File: config.mk
export PLATFORM = sky130hd
export DESIGN_NAME = ram_port_arbiter
export DESIGN_NICKNAME = d
export VERILOG_FILES = /design/src/rtl/ram_port_arbiter.sv
export SDC_FILE = /design/constraint.sdc
export NUM_CORES = 1
export LEC_CHECK = 0
export ABC_AREA = 1
export ABC_CLOCK_PERIOD_IN_PS = 3700
export BUFFER_PORTS_ARGS = -buffer_cell sky130_fd_sc_hd__buf_2
export CAP_MARGIN = 20
export CORE_AREA = 5 5 302 304
export CTS_CLUSTER_DIAMETER = 80
export CTS_CLUSTER_SIZE = 10
export DETAILED_ROUTE_END_ITERATION = 10
export DIE_AREA = 0 0 307 309
export SYNTH_ARGS = -nofsm -noshare
export SYNTH_HDL_FRONTEND = slang
export SYNTH_SLANG_ARGS = --single-unit
File: constraint.sdc
create_clock -name clk -period 3.7 [get_ports clk]
set_input_delay 0 -clock clk [delete_from_list [all_inputs] [get_ports clk]]
set_output_delay 0 -clock clk [all_outputs]
set_load 0.005 [all_outputs]
File: src/rtl/ram_port_arbiter.sv
// Request/grant arbiter between NUM_CLIENTS engines and one read-first simple-dual-port RAM.
// Optional macro RAM_ARB_RAW_BYPASS_EN: forward same-cycle write data to a colliding read.
module ram_port_arbiter #(
  parameter int NUM_CLIENTS = 4,
  parameter int DATA_W      = 96,
  parameter int ADDR_W      = 8,
  parameter int RD_LAT      = 1,
  parameter int ARB_MODE    = 0
) (
  input  logic                          clk,
  input  logic                          rst,
  input  logic [NUM_CLIENTS-1:0]        wr_req,
  input  logic [NUM_CLIENTS-1:0]        wr_lock,
  input  logic [NUM_CLIENTS*ADDR_W-1:0] wr_addr,
  input  logic [NUM_CLIENTS*DATA_W-1:0] wr_data,
  output logic [NUM_CLIENTS-1:0]        wr_gnt,
  input  logic [NUM_CLIENTS-1:0]        rd_req,
  input  logic [NUM_CLIENTS-1:0]        rd_lock,
  input  logic [NUM_CLIENTS*ADDR_W-1:0] rd_addr,
  output logic [NUM_CLIENTS-1:0]        rd_gnt,
  output logic [NUM_CLIENTS-1:0]        rd_valid,
  output logic [DATA_W-1:0]             rd_data,
  output logic                          ram_wen,
  output logic [ADDR_W-1:0]             ram_waddr,
  output logic [DATA_W-1:0]             ram_wdata,
  output logic [ADDR_W-1:0]             ram_raddr,
  input  logic [DATA_W-1:0]             ram_rdata
);

  localparam int IDX_W = $clog2(NUM_CLIENTS);
  typedef logic [IDX_W-1:0] idx_t;
  typedef struct packed {
    logic vld;
    idx_t idx;
  } pick_t;

  logic [ADDR_W-1:0] wr_addr_a [NUM_CLIENTS];
  logic [DATA_W-1:0] wr_data_a [NUM_CLIENTS];
  logic [ADDR_W-1:0] rd_addr_a [NUM_CLIENTS];

  pick_t wr_own, rd_own, wr_pick, rd_pick;
  idx_t  wr_ptr, rd_ptr;
  logic  wr_hold, rd_hold;
  pick_t tag_q [RD_LAT];
  logic [DATA_W-1:0] ret_data;

  // Fixed priority scans from 0; round robin scans from ptr and wraps.
  function automatic pick_t arbitrate(input logic [NUM_CLIENTS-1:0] req, input idx_t ptr);
    pick_t res;
    int    cand;
    res = '0;
    for (int i = NUM_CLIENTS - 1; i >= 0; i--) begin
      cand = (ARB_MODE == 0) ? i : (int'(ptr) + i) % NUM_CLIENTS;
      if (req[idx_t'(cand)]) res = '{vld: 1'b1, idx: idx_t'(cand)};
    end
    return res;
  endfunction

  function automatic idx_t next_idx(input idx_t k);
    return (k == idx_t'(NUM_CLIENTS - 1)) ? '0 : k + 1'b1;
  endfunction

  always_comb begin
    for (int i = 0; i < NUM_CLIENTS; i++) begin
      wr_addr_a[i] = wr_addr[i*ADDR_W +: ADDR_W];
      wr_data_a[i] = wr_data[i*DATA_W +: DATA_W];
      rd_addr_a[i] = rd_addr[i*ADDR_W +: ADDR_W];
    end
  end

  always_comb begin
    // NOTE: every output of this block gets a default first, so no path can infer a latch.
    wr_gnt  = '0;
    rd_gnt  = '0;
    wr_hold = wr_own.vld && wr_req[wr_own.idx] && wr_lock[wr_own.idx];
    rd_hold = rd_own.vld && rd_req[rd_own.idx] && rd_lock[rd_own.idx];
    wr_pick = wr_hold ? wr_own : arbitrate(wr_req, wr_ptr);
    rd_pick = rd_hold ? rd_own : arbitrate(rd_req, rd_ptr);
    if (rst && wr_pick.vld) wr_gnt[wr_pick.idx] = 1'b1;
    if (rst && rd_pick.vld) rd_gnt[rd_pick.idx] = 1'b1;
  end

  // NOTE: state registers use non-blocking assignments so every flop samples pre-edge values.
  always_ff @(posedge clk or negedge rst) begin
    if (!rst) begin
      wr_ptr <= '0;
      rd_ptr <= '0;
      wr_own <= '0;
      rd_own <= '0;
    end else begin
      wr_own <= wr_pick;
      rd_own <= rd_pick;
      if (wr_pick.vld && !wr_hold) wr_ptr <= next_idx(wr_pick.idx);
      if (rd_pick.vld && !rd_hold) rd_ptr <= next_idx(rd_pick.idx);
    end
  end

  always_ff @(posedge clk or negedge rst) begin
    if (!rst) begin
      ram_wen   <= 1'b0;
      ram_waddr <= '0;
      ram_wdata <= '0;
      ram_raddr <= '0;
    end else begin
      ram_wen <= wr_pick.vld;
      if (wr_pick.vld) begin
        ram_waddr <= wr_addr_a[wr_pick.idx];
        ram_wdata <= wr_data_a[wr_pick.idx];
      end
      if (rd_pick.vld) ram_raddr <= rd_addr_a[rd_pick.idx];
    end
  end

  // Read tag travels alongside the RAM access; its last stage lines up with ram_rdata.
  always_ff @(posedge clk or negedge rst) begin
    if (!rst) begin
      for (int j = 0; j < RD_LAT; j++) tag_q[j] <= '0;
    end else begin
      tag_q[0] <= rd_pick;
      for (int j = 1; j < RD_LAT; j++) tag_q[j] <= tag_q[j-1];
    end
  end

`ifdef RAM_ARB_RAW_BYPASS_EN
  logic              byp_hit;
  logic              byp_vld  [RD_LAT];
  logic [DATA_W-1:0] byp_data [RD_LAT];

  assign byp_hit = wr_pick.vld && rd_pick.vld &&
                   (wr_addr_a[wr_pick.idx] == rd_addr_a[rd_pick.idx]);

  always_ff @(posedge clk or negedge rst) begin
    if (!rst) begin
      for (int j = 0; j < RD_LAT; j++) byp_vld[j] <= 1'b0;
    end else begin
      byp_vld[0] <= byp_hit;
      for (int j = 1; j < RD_LAT; j++) byp_vld[j] <= byp_vld[j-1];
    end
  end

  // NOTE: the data stages carry no reset; byp_vld alone decides whether they are used.
  always_ff @(posedge clk) begin
    byp_data[0] <= wr_data_a[wr_pick.idx];
    for (int j = 1; j < RD_LAT; j++) byp_data[j] <= byp_data[j-1];
  end

  assign ret_data = byp_vld[RD_LAT-1] ? byp_data[RD_LAT-1] : ram_rdata;
`else
  assign ret_data = ram_rdata;
`endif

  always_ff @(posedge clk or negedge rst) begin
    if (!rst) begin
      rd_valid <= '0;
      rd_data  <= '0;
    end else begin
      rd_valid <= '0;
      if (tag_q[RD_LAT-1].vld) begin
        rd_valid[tag_q[RD_LAT-1].idx] <= 1'b1;
        rd_data                       <= ret_data;
      end
    end
  end

endmodule

==> flow_metrics.env <==
export IMPL_route_detailed_wl_per_inst_um=16.0
export IMPL_crit_path_start_kind="flip-flop"
export IMPL_hold_slack_ps=60.1
export IMPL_pin_count_of_the_biggest_net_entering_global_routing=127
export IMPL_hold_viol=0
export IMPL_synth_net_count=2608
export IMPL_fin_skew_ps=20.1
export IMPL_fill_cells=9607
export IMPL_timing_setup_critical_path_class="reg -> reg"
export IMPL_initial_utilization=0.143
export IMPL_chipHeight_um=309
export IMPL_maxSlewHeadroom=0.435
export IMPL_grt_remaining_overflow=0
export IMPL_io_pins=783
export IMPL_critPathRequiredTime_ps=4220
export IMPL_cts_buffer_count=27
export IMPL_finalWeightedCongestion=0.941
export IMPL_synth_edf_count=0
export IMPL_drt_antenna_violating_nets=0
export IMPL_period_share=0.958
export IMPL_core_area_sq_mm=0.0880
export IMPL_timing_rr_start="wr_own[0]"
export IMPL_synthesis_area_sq_mm=0.0126
export IMPL_layout_area_overhead_vs_synth_pct=82.0
export IMPL_peakVddDrop_v=0.000316
export IMPL_via_count_of_the_first_global_routing_pass=17300
export IMPL_drv_max_cap_violation_count=0
export IMPL_clock_tree_from_tritoncts="yes"
export IMPL_finalSetupViolCount=0
export IMPL_place_port_buffers=782
export IMPL_h_tree_lvl_count=1
export IMPL_final_cell_count_no_fill=4373
export IMPL_final_core_util=0.261
export IMPL_worst_r2r_dst="ram_wdata[81]"
export IMPL_wl_mm=69.8
export IMPL_fp_dieW_um=307
export IMPL_tns_setup_ps=0
export IMPL_vias=17400
export IMPL_yosys_most_used_dff="sky130_fd_sc_hd__dfrtp_1"
export IMPL_postPlaceCellArea_sq_mm=0.0176
export IMPL_clock_slew_at_reported_path_ffs_ps=60
export IMPL_drive_above_1_share=0.268
export IMPL_setup_worst_path_start="wr_own[0]"
export IMPL_final_area_sq_mm=0.0230
export IMPL_avgViaCountPerCell=3.97
export IMPL_die_area_sq_mm=0.0949
export IMPL_yosysWarnings=0
export IMPL_postSynthCellCount=2046
export IMPL_initial_antenna_violation_count=11
export IMPL_count_of_nets_after_finishing=3760
export IMPL_rrSetupSlack_ps=160
export IMPL_clock_insertion_delay_worst_skew_ps=580
export IMPL_achievable_frequency_mhz=282
export IMPL_yosys_cell_types_count=23
export IMPL_total_leakage_power_nw=13.1
export IMPL_post_route_drc_count=0
export IMPL_finalWorstSetupSlack_ps=157
export IMPL_total_power_mw=10.2
export IMPL_post_synth_cell_area_avg_sq_um=6.17
export IMPL_grt_pass1_wl_mm=100
export IMPL_p_per_area_mw_per_mm2=443
export IMPL_cp_max_fo=126
export IMPL_sequential_element_share_of_the_synthesized_area=0.432
export IMPL_fin_crit_ps=3540
export IMPL_drt_first_pass_iters=7
export IMPL_hold_path_class="in -> async"
export IMPL_place_hpwl_mm=48.9
export IMPL_cp_end_kind="flip-flop"
export IMPL_postSynthRegisterBits=218
export IMPL_critical_path_endpoint="ram_wdata[81]"
export IMPL_outcome="finished, final reports clean"
export IMPL_placement_rows=109
export IMPL_measured_slew_at_the_worst_slew_check_pin_ps=848
export IMPL_clk_path_buf_depth=3
export IMPL_timing_critical_path_arrival_ps=4060
export IMPL_place_worst_setup_slack_ps=1030
export IMPL_cell_count_of_the_worst_reg_to_reg_path=14
export IMPL_groute_usage_overall=0.134
export IMPL_asyncSetResetFlopFracSynth=1.00
export IMPL_clock_sinks=218
export IMPL_drtIter0Drc=1276
export IMPL_timing_final_max_slew_violations=0
export IMPL_placed_cells_incl_taps=3893
export IMPL_cts_root_buffer_cell="sky130_fd_sc_hd__clkbuf_16"
==> Yosys cell counts, types with 4 or more instances <==
master / number / area (sq um)
sky130_fd_sc_hd__buf_6: 7 / 78.8
sky130_fd_sc_hd__nor3_1: 12 / 60.1
sky130_fd_sc_hd__nand3_1: 29 / 145
sky130_fd_sc_hd__inv_2: 5 / 18.8
sky130_fd_sc_hd__nand2_1: 1630 / 6120
sky130_fd_sc_hd__buf_4: 23 / 173
sky130_fd_sc_hd__inv_1: 11 / 41.3
sky130_fd_sc_hd__clkbuf_1: 47 / 176
sky130_fd_sc_hd__buf_2: 38 / 190
sky130_fd_sc_hd__nand2_2: 4 / 25.0
sky130_fd_sc_hd__dfrtp_1: 218 / 5460
sky130_fd_sc_hd__nor2_1: 4 / 15.0
==> how the worst min path moves through the flow <==
stage | start | to | slack [ps] | cells after the start
3_3_place_gp | rst | ram_raddr[2] | 110 | 1
6_report | rst | ram_raddr[2] | 60 | 2
2_1_floorplan | rst | ram_raddr[0] | -300 | 0
4_1_cts | wr_req[0] | wr_own[0] | 20 | 4
5_1_grt | wr_req[0] | wr_own[0] | 90 | 4
3_5_place_dp | rst | ram_raddr[2] | 110 | 1
==> layout make-up <==
class	instances	area [sq um]	area share
Inverter	18	87.6	0.00381
Multi-Input combinational cell	1693	6510	0.283
Antenna cell	4	10.0	0.000436
Timing Repair Buffer	1240	8610	0.375
Clock inverter	5	118	0.00512
Tap cell	1165	1460	0.0635
Sequential cell	218	5460	0.238
Clock buffer	30	707	0.0308
==> flip-flops by register name (all words and copies together), names as in the netlist <==
signal / cells
ram_wdata: 96
ram_waddr: 8
rd_own: 3
wr_own: 3
rd_data: 96
rd_valid: 4
ram_raddr: 8
==> where the power goes <==
| part | internal (mW) | switching, mW |
|---|---|---|
| Sequential | 2.85 | 0.309 |
| Combinational | 2.10 | 2.26 |
| Clock | 1.55 | 1.11 |
| Total | 6.50 | 3.68 |
==> placed cells by master, fill, tap and decap left out, drive strengths merged <==
cell | netlist | layout
nand3 | 32 | 32
nor2 | 5 | 5
nand3b | 1 | 1
nor3 | 12 | 12
o21ai | 4 | 4
nand4 | 3 | 3
nand2 | 1634 | 1634
diode | 0 | 4
a21oi | 2 | 2
clkinvlp | 0 | 1
dfrtp | 218 | 218
dlygate4sd3 | 0 | 437
buf | 70 | 801
inv | 17 | 18
clkinv | 1 | 1
clkbuf | 47 | 32
bufinv | 0 | 3
==> metal layers <==
layer	GRT usage	vias to the layer above	wire (um)
met5	0	-	72
met4	0.0513	10	2900
met3	0.0392	154	6180
met2	0.228	781	32800
met1	0.161	8021	27900
li1	-	8406	-
==> logic make-up after synthesis <==
family | count (synthesis) | share of synthesized area
buffers and inverters | 135 | 0.0551
AND/OR/NAND/NOR | 1687 | 0.510
flip-flops | 218 | 0.432
AO/OA/AOI/OAI | 6 | 0.00268
==> worst max-delay path, cell delays in order (launching register included) <==
cell and delay (ps):
sky130_fd_sc_hd__dfrtp_1 400, sky130_fd_sc_hd__inv_1 80, sky130_fd_sc_hd__nand3_1 80, sky130_fd_sc_hd__nand3_2 90
sky130_fd_sc_hd__nand4_1 220, sky130_fd_sc_hd__nand2_8 350, sky130_fd_sc_hd__buf_16 370, sky130_fd_sc_hd__nand2_1 220
sky130_fd_sc_hd__nand2_1 120, sky130_fd_sc_hd__dlygate4sd3_1 560, sky130_fd_sc_hd__nand2_1 50, sky130_fd_sc_hd__nand2_1 90
sky130_fd_sc_hd__dlygate4sd3_1 550, sky130_fd_sc_hd__nand2_1 50, sky130_fd_sc_hd__nand2_1 80
==> repair_timing <==
| item | 4_1_cts | 5_1_grt |
|---|---|---|
| hold buffers | 437 | 0 |
| buffers inserted | 0 | 2 |
| hold endpoints to repair | 318 | 0 |
| endpoints found under the setup margin | 0 | 72 |
| gates resized for setup | 0 | 10 |
Power figures use the tool's default switching activity.
